<file path="src/rtl/iter_arb_if.sv">
`default_nettype none
// ============================================================================
// Module      : iter_arb_if
// Description : Bundle of the request/grant handshake and datapath control
//               signals between two requesters and the iterative arbiter.
//   req   : per-requester level request (requester side drives)
//   grant : one-hot owner of the shared datapath
//   done  : one-cycle completion pulse to the owner
//   s     : datapath mux select (0 = load operands, 1 = feedback)
//   en1   : working-register enable
//   en2   : result-register enable
//   iter  : current RUN iteration index
//   busy  : arbiter not idle
// Revision    : 1.0 - initial release
// ============================================================================
interface iter_arb_if #(
  parameter int CW = 6
) ();
  logic [1:0]    req;
  logic [1:0]    grant;
  logic [1:0]    done;
  logic          s;
  logic          en1;
  logic          en2;
  logic [CW-1:0] iter;
  logic          busy;

  // Requester / environment side
  modport master (
    output req,
    input  grant, done, s, en1, en2, iter, busy
  );

  // Arbiter side
  modport slave (
    input  req,
    output grant, done, s, en1, en2, iter, busy
  );
endinterface
`default_nettype wire

</file>
<file path="src/rtl/iter_arb.sv">
`default_nettype none
// ============================================================================
// Module      : iter_arb
// Description : Two-requester round-robin arbiter that owns a shared iterative
//               datapath. A granted job runs LOAD -> RUN (N_ITER cycles) ->
//               DONE -> RELEASE, then returns to IDLE once the owner drops req.
//   clk   : sole clock, rising edge
//   reset : asynchronous active-low reset
//   bus   : iter_arb_if slave modport (req in; grant, done, s, en1, en2,
//           iter, busy out)
// Revision    : 1.0 - initial release
// ============================================================================
module iter_arb #(
  parameter int N_ITER = 64,
  parameter int CW     = $clog2(N_ITER)
) (
  input  wire logic   clk,
  input  wire logic   reset,
  iter_arb_if.slave   bus
);

  typedef enum logic [2:0] {
    ST_IDLE    = 3'd0,
    ST_LOAD    = 3'd1,
    ST_RUN     = 3'd2,
    ST_DONE    = 3'd3,
    ST_RELEASE = 3'd4
  } state_t;

  localparam logic [CW-1:0] C_LAST = CW'(N_ITER - 1);

  state_t        state_q;
  logic          owner_q;
  logic          ptr_q;
  logic [CW-1:0] iter_q;
  logic          owner_d;
  logic          own_req;

  // Single requester wins outright; on contention the pointer decides.
  assign owner_d = (bus.req == 2'b11) ? ptr_q : bus.req[1];
  assign own_req = bus.req[owner_q];

  always_ff @(posedge clk or negedge reset) begin
    if (!reset) begin
      state_q <= ST_IDLE;
      owner_q <= 1'b0;
      ptr_q   <= 1'b0;
      iter_q  <= '0;
    end else begin
      case (state_q)
        ST_IDLE: begin
          iter_q <= '0;
          if (bus.req != 2'b00) begin
            owner_q <= owner_d;
            state_q <= ST_LOAD;
          end
        end
        ST_LOAD: begin
          iter_q <= '0;
          if (!own_req) begin
            // Abort: drop the job silently, hand priority to the other side.
            state_q <= ST_IDLE;
            ptr_q   <= ~owner_q;
          end else begin
            state_q <= ST_RUN;
          end
        end
        ST_RUN: begin
          if (!own_req) begin
            state_q <= ST_IDLE;
            ptr_q   <= ~owner_q;
            iter_q  <= '0;
          end else if (iter_q == C_LAST) begin
            // Last iteration: iter holds so it never wraps within a job.
            state_q <= ST_DONE;
          end else begin
            iter_q <= iter_q + 1'b1;
          end
        end
        ST_DONE: begin
          state_q <= ST_RELEASE;
        end
        ST_RELEASE: begin
          if (!own_req) begin
            state_q <= ST_IDLE;
            ptr_q   <= ~owner_q;
            iter_q  <= '0;
          end
        end
        default: begin
          state_q <= ST_IDLE;
          iter_q  <= '0;
        end
      endcase
    end
  end

  // Moore output decode; unknown encodings fall through to all-zero.
  always_comb begin
    bus.grant = 2'b00;
    bus.done  = 2'b00;
    bus.s     = 1'b0;
    bus.en1   = 1'b0;
    bus.en2   = 1'b0;
    bus.iter  = '0;
    bus.busy  = 1'b0;
    case (state_q)
      ST_IDLE: begin
      end
      ST_LOAD: begin
        bus.grant = owner_q ? 2'b10 : 2'b01;
        bus.en1   = 1'b1;
        bus.iter  = iter_q;
        bus.busy  = 1'b1;
      end
      ST_RUN: begin
        bus.grant = owner_q ? 2'b10 : 2'b01;
        bus.s     = 1'b1;
        bus.en1   = 1'b1;
        bus.iter  = iter_q;
        bus.busy  = 1'b1;
      end
      ST_DONE: begin
        bus.grant = owner_q ? 2'b10 : 2'b01;
        bus.done  = owner_q ? 2'b10 : 2'b01;
        bus.en2   = 1'b1;
        bus.iter  = iter_q;
        bus.busy  = 1'b1;
      end
      ST_RELEASE: begin
        bus.grant = owner_q ? 2'b10 : 2'b01;
        bus.iter  = iter_q;
        bus.busy  = 1'b1;
      end
      default: begin
      end
    endcase
  end

endmodule
`default_nettype wire

</file>
<file path="src/flat_wrapper.sv">
// flat-port wrapper written by rule: the top's interface ports become plain ports
module iter_arb_flat 
#(
  parameter int N_ITER = 64,
  parameter int CW     = $clog2(N_ITER)
)
  (clk, reset, bus_req, bus_grant, bus_done, bus_s, bus_en1, bus_en2, bus_iter, bus_busy);
  iter_arb_if #(.CW(CW)) bus_i ();
  input  wire logic clk;
  input  wire logic reset;
  input wire logic [$bits(bus_i.req)-1:0] bus_req;
  output wire logic [$bits(bus_i.grant)-1:0] bus_grant;
  output wire logic [$bits(bus_i.done)-1:0] bus_done;
  output wire logic [$bits(bus_i.s)-1:0] bus_s;
  output wire logic [$bits(bus_i.en1)-1:0] bus_en1;
  output wire logic [$bits(bus_i.en2)-1:0] bus_en2;
  output wire logic [$bits(bus_i.iter)-1:0] bus_iter;
  output wire logic [$bits(bus_i.busy)-1:0] bus_busy;
  assign bus_i.req = bus_req;
  assign bus_grant = bus_i.grant;
  assign bus_done = bus_i.done;
  assign bus_s = bus_i.s;
  assign bus_en1 = bus_i.en1;
  assign bus_en2 = bus_i.en2;
  assign bus_iter = bus_i.iter;
  assign bus_busy = bus_i.busy;
  iter_arb #(.N_ITER(N_ITER), .CW(CW)) u_core (.clk(clk), .reset(reset), .bus(bus_i));
endmodule
</file>
<file path="config.mk">
export PLATFORM = sky130hd
export DESIGN_NAME = iter_arb_flat
export DESIGN_NICKNAME = d
export VERILOG_FILES = /design/src/rtl/iter_arb_if.sv /design/src/rtl/iter_arb.sv /design/src/flat_wrapper.sv
export SDC_FILE = /design/constraint.sdc
export NUM_CORES = 1
export LEC_CHECK = 0
export ABC_AREA = 1
export CAP_MARGIN = 20
export CORE_MARGIN = 5
export CORE_UTILIZATION = 30
export DETAILED_ROUTE_END_ITERATION = 10
export GPL_ROUTABILITY_DRIVEN = 1
export MAX_ROUTING_LAYER = met4
export PLACE_DENSITY = 0.54
export SETUP_SLACK_MARGIN = 0.15
export SLEW_MARGIN = 20
export SYNTH_ARGS = -nofsm -noshare
export SYNTH_HDL_FRONTEND = slang
export SYNTH_SLANG_ARGS = --single-unit
</file>
<file path="constraint.sdc">
create_clock -name clk -period 1.85 [get_ports clk]
set_clock_uncertainty 0.15 [all_clocks]
set_input_delay 0.555 -clock clk [delete_from_list [all_inputs] [get_ports clk]]
set_output_delay 0.555 -clock clk [all_outputs]
set_load 0.01 [all_outputs]
</file>
==> flow_summary.json <==
{
  "status": "complete, but fails checks",
  "violations": "setup timing",
  "power.internal_mw": 0.996,
  "die_w_um": 60.6,
  "synth_top_area_frac": 0.359,
  "start_util": 0.312,
  "place_ws_ns": -0.285,
  "hold_start": "u_core.ptr_q$_DFFE_PN0P_",
  "cts_num_sinks": 11,
  "io_buffers": 17,
  "power.switching_mw": 0.741,
  "critPathArrivalTime_ns": 1.41,
  "drv_slew": 0,
  "synthTopCellsByArea": "dfrtp_1 (36%), nand2_1 (17%), inv_1 (8.8%)",
  "grt_pass1_vias": 748,
  "power_frac_clock": 0.100,
  "cts_buffers": 3,
  "drc": 0,
  "fin_crit_sh": 1.14,
  "path_delay_family": "flip-flops",
  "first_pass_iters": 4,
  "synth-seq-area-share": 0.359,
  "synth_top_cell_by_area": "dfrtp_1",
  "final_cell_mix": "nand2_1 (29), buf_4 (21), buf_6 (14), inv_2 (13)",
  "synth.cell_area_um2": 767,
  "antenna_found_initial": 0,
  "p_per_area_mw_per_mm2": 1390,
  "dp_cells": 169,
  "multi_input_area_um2": 459,
  "cts-hold-fix-buffers": 0,
  "path_class": "reg -> out",
  "dieArea_mm2": 0.00367,
  "viasPerCell": 4.26,
  "worst_setup_path_end_kind": "output pin",
  "cp.depth": 8,
  "slew-limit-headroom": 0.863,
  "antenna_cells": 0,
  "crit_path_max_incr_delay_ns": 0.42,
  "synth_cell_types": 22,
  "synthCells": 105,
  "rrSetupSlack_ns": 0.16,
  "rsz0062_at_grt": "yes",
  "syn2layout_area_growth_pct": 62.6,
  "grtUsageMet2": 0.189,
  "reg2reg_to": "u_core.iter_q[1]$_DFFE_PN0P_",
  "hold_viol": 0,
  "clk_pin_slew_ns": 0.07,
  "syn_avg_cell_area_um2": 7.30,
  "leakage_nw": 0.704,
  "comb_power_share": 0.693,
  "std_cell_rows": 18,
  "p_seq_frac": 0.207,
  "min_period_ns": 2.11,
  "final_cells": 182,
  "fmax_mhz": 473,
  "worstSetupEndpoint": "bus_iter[5]",
  "grt_remaining_overflow": 0,
  "required_ns": 1.14,
  "cp-startpoint": "u_core.state_q[1]$_DFFE_PN0P_",
  "grt.met1_usage": 0.144,
  "seqCellArea_um2": 277,
  "layout_setup_ws_ns": -0.264,
  "synthesis.nets": 110,
  "rr_worst_depth": 10,
  "hpwl_um": 1350,
  "crit_buf_inv": 4,
  "vias": 776,
  "worst_pin_slew_ns": 0.203,
  "power.share.switching": 0.426,
  "nets": 158,
  "clk_latency_ns": 0.28,
  "clock-root-buffer": "clkbuf_4",
  "hold_class": "reg -> reg",
  "clockBufferDepth": 2,
  "holdWs_ns": 0.349,
  "grt_start_max_net_pins": 12,
  "setup_violations": 12,
  "post_drt_wl_per_cell_um": 10.4,
  "crit_path_top_delay_cell": "dfrtp_1",
  "start_kind": "flip-flop",
  "cts_tree": "done",
  "ys_warn_count": 0,
  "htreeDepth": 1,
  "max-cap-violations": 0,
  "final_util": 0.508,
  "drive_above_1_share": 0.526,
  "drtIter0Drc": 12,
  "final_common_cell": "nand2_1",
  "tns_ns": -2.36,
  "met3_usage": 0.0213,
  "place_congestion": 0.808,
  "io-pin-count": 18,
  "yosys_register_bits": 11,
  "grt.busiest_layer": "met2",
  "grt_usage": 0.120,
  "grt_pass1_wl_um": 3150,
  "core_mm2": 0.00245,
  "die_h_um": 60.6,
  "ir_drop_mv": 0.670,
  "routed_wl_um": 1900,
  "antenna_left": 0,
  "r2r-start": "u_core.state_q[1]$_DFFE_PN0P_",
  "worst-path-max-fanout": 5,
  "path_cells": "nand2_2 > nor2_4 > inv_2 > nand3_4 > buf_6 > nand2_4 > inv_2 > buf_6",
  "fillers": 237
}
==> registers in the layout, summed over array words and instances (netlist names) <==
name	flops
u_core.state_q	3
u_core.iter_q	6
u_core.ptr_q	1
u_core.owner_q	1
==> routing by layer <==
layer	share of wire	vias to the layer above	wire length (um)
met1	0.43	341	826
met5	0	-	0
li1	-	412	-
met2	0.48	20	905
met4	0.020	0	38
met3	0.067	3	128
==> power by group through the flow <==
stage	logic (mW)	clock network, mW	registers, mW
CTS	1.13	0.180	0.358
floorplan	0.481	0	0.360
finish	1.20	0.173	0.359
global route	1.32	0.190	0.368
global placement	0.938	0	0.357
detailed placement	0.945	0	0.359
==> Yosys cell counts <==
library cell and count:
xor2_1 1, inv_2 4, nor2_4 2, nor2_2 2
dfrtp_1 11, nand4_1 1, nand2_2 5, ha_1 1
xnor2_1 1, o211ai_1 1, inv_1 18, nand3_4 2
nand3_2 1, nand3_1 3, nor2_1 8, nand2_1 35
nand3b_1 1, o21ai_1 1, nor2_8 1, o21ai_0 3
o21bai_1 1, nand2_4 2
==> area by class of cell <==
type	instances	area share
flip-flops and latches	11	0.222
multi-input cells	73	0.368
inverters	22	0.0662
well taps	30	0.0301
clock buffers	4	0.0211
repair buffers	42	0.293
==> how the worst min path moves through the flow <==
stage                                              end  slack, ns  cells past startpoint
after floorplan           u_core.iter_q[0]$_DFFE_PN0P_       0.11                      0
final                         u_core.ptr_q$_DFFE_PN0P_       0.35                      2
after CTS                     u_core.ptr_q$_DFFE_PN0P_       0.36                      2
after global routing          u_core.ptr_q$_DFFE_PN0P_       0.37                      2
after detailed placement      u_core.ptr_q$_DFFE_PN0P_       0.34                      2
after global placement        u_core.ptr_q$_DFFE_PN0P_       0.33                      2
==> worst min-delay path: stages (launching register included) <==
cell,delay (ns)
dfrtp_1,0.35
nand2_1,0.05
o21ai_1,0.06
==> logic make-up after synthesis <==
kind of cell / Yosys count / synth area share
buffers and inverters: 22 / 0.108
AO/OA/AOI/OAI: 6 / 0.0457
AND/OR/NAND/NOR: 63 / 0.449
adder cells (fa/ha/maj): 1 / 0.0163
XOR/XNOR: 2 / 0.0228
flip-flops: 11 / 0.359
==> what timing repair did <==
action,CTS,global route
resized for setup,78,6
gates cloned,1,0
endpoints found under the setup margin,14,21
setup buffers,5,3
hold endpoints to repair,0,0
pin swaps,7,4
==> through the flow <==
step	area (um2)	total power, mW
3_5_place_dp	1100	1.30
3_3_place_gp	1100	1.30
5_1_grt	1250	1.88
4_1_cts	1210	1.67
6_report	1250	1.74
2_1_floorplan	767	0.841
Note: power is estimated with default switching activity, not from simulation.
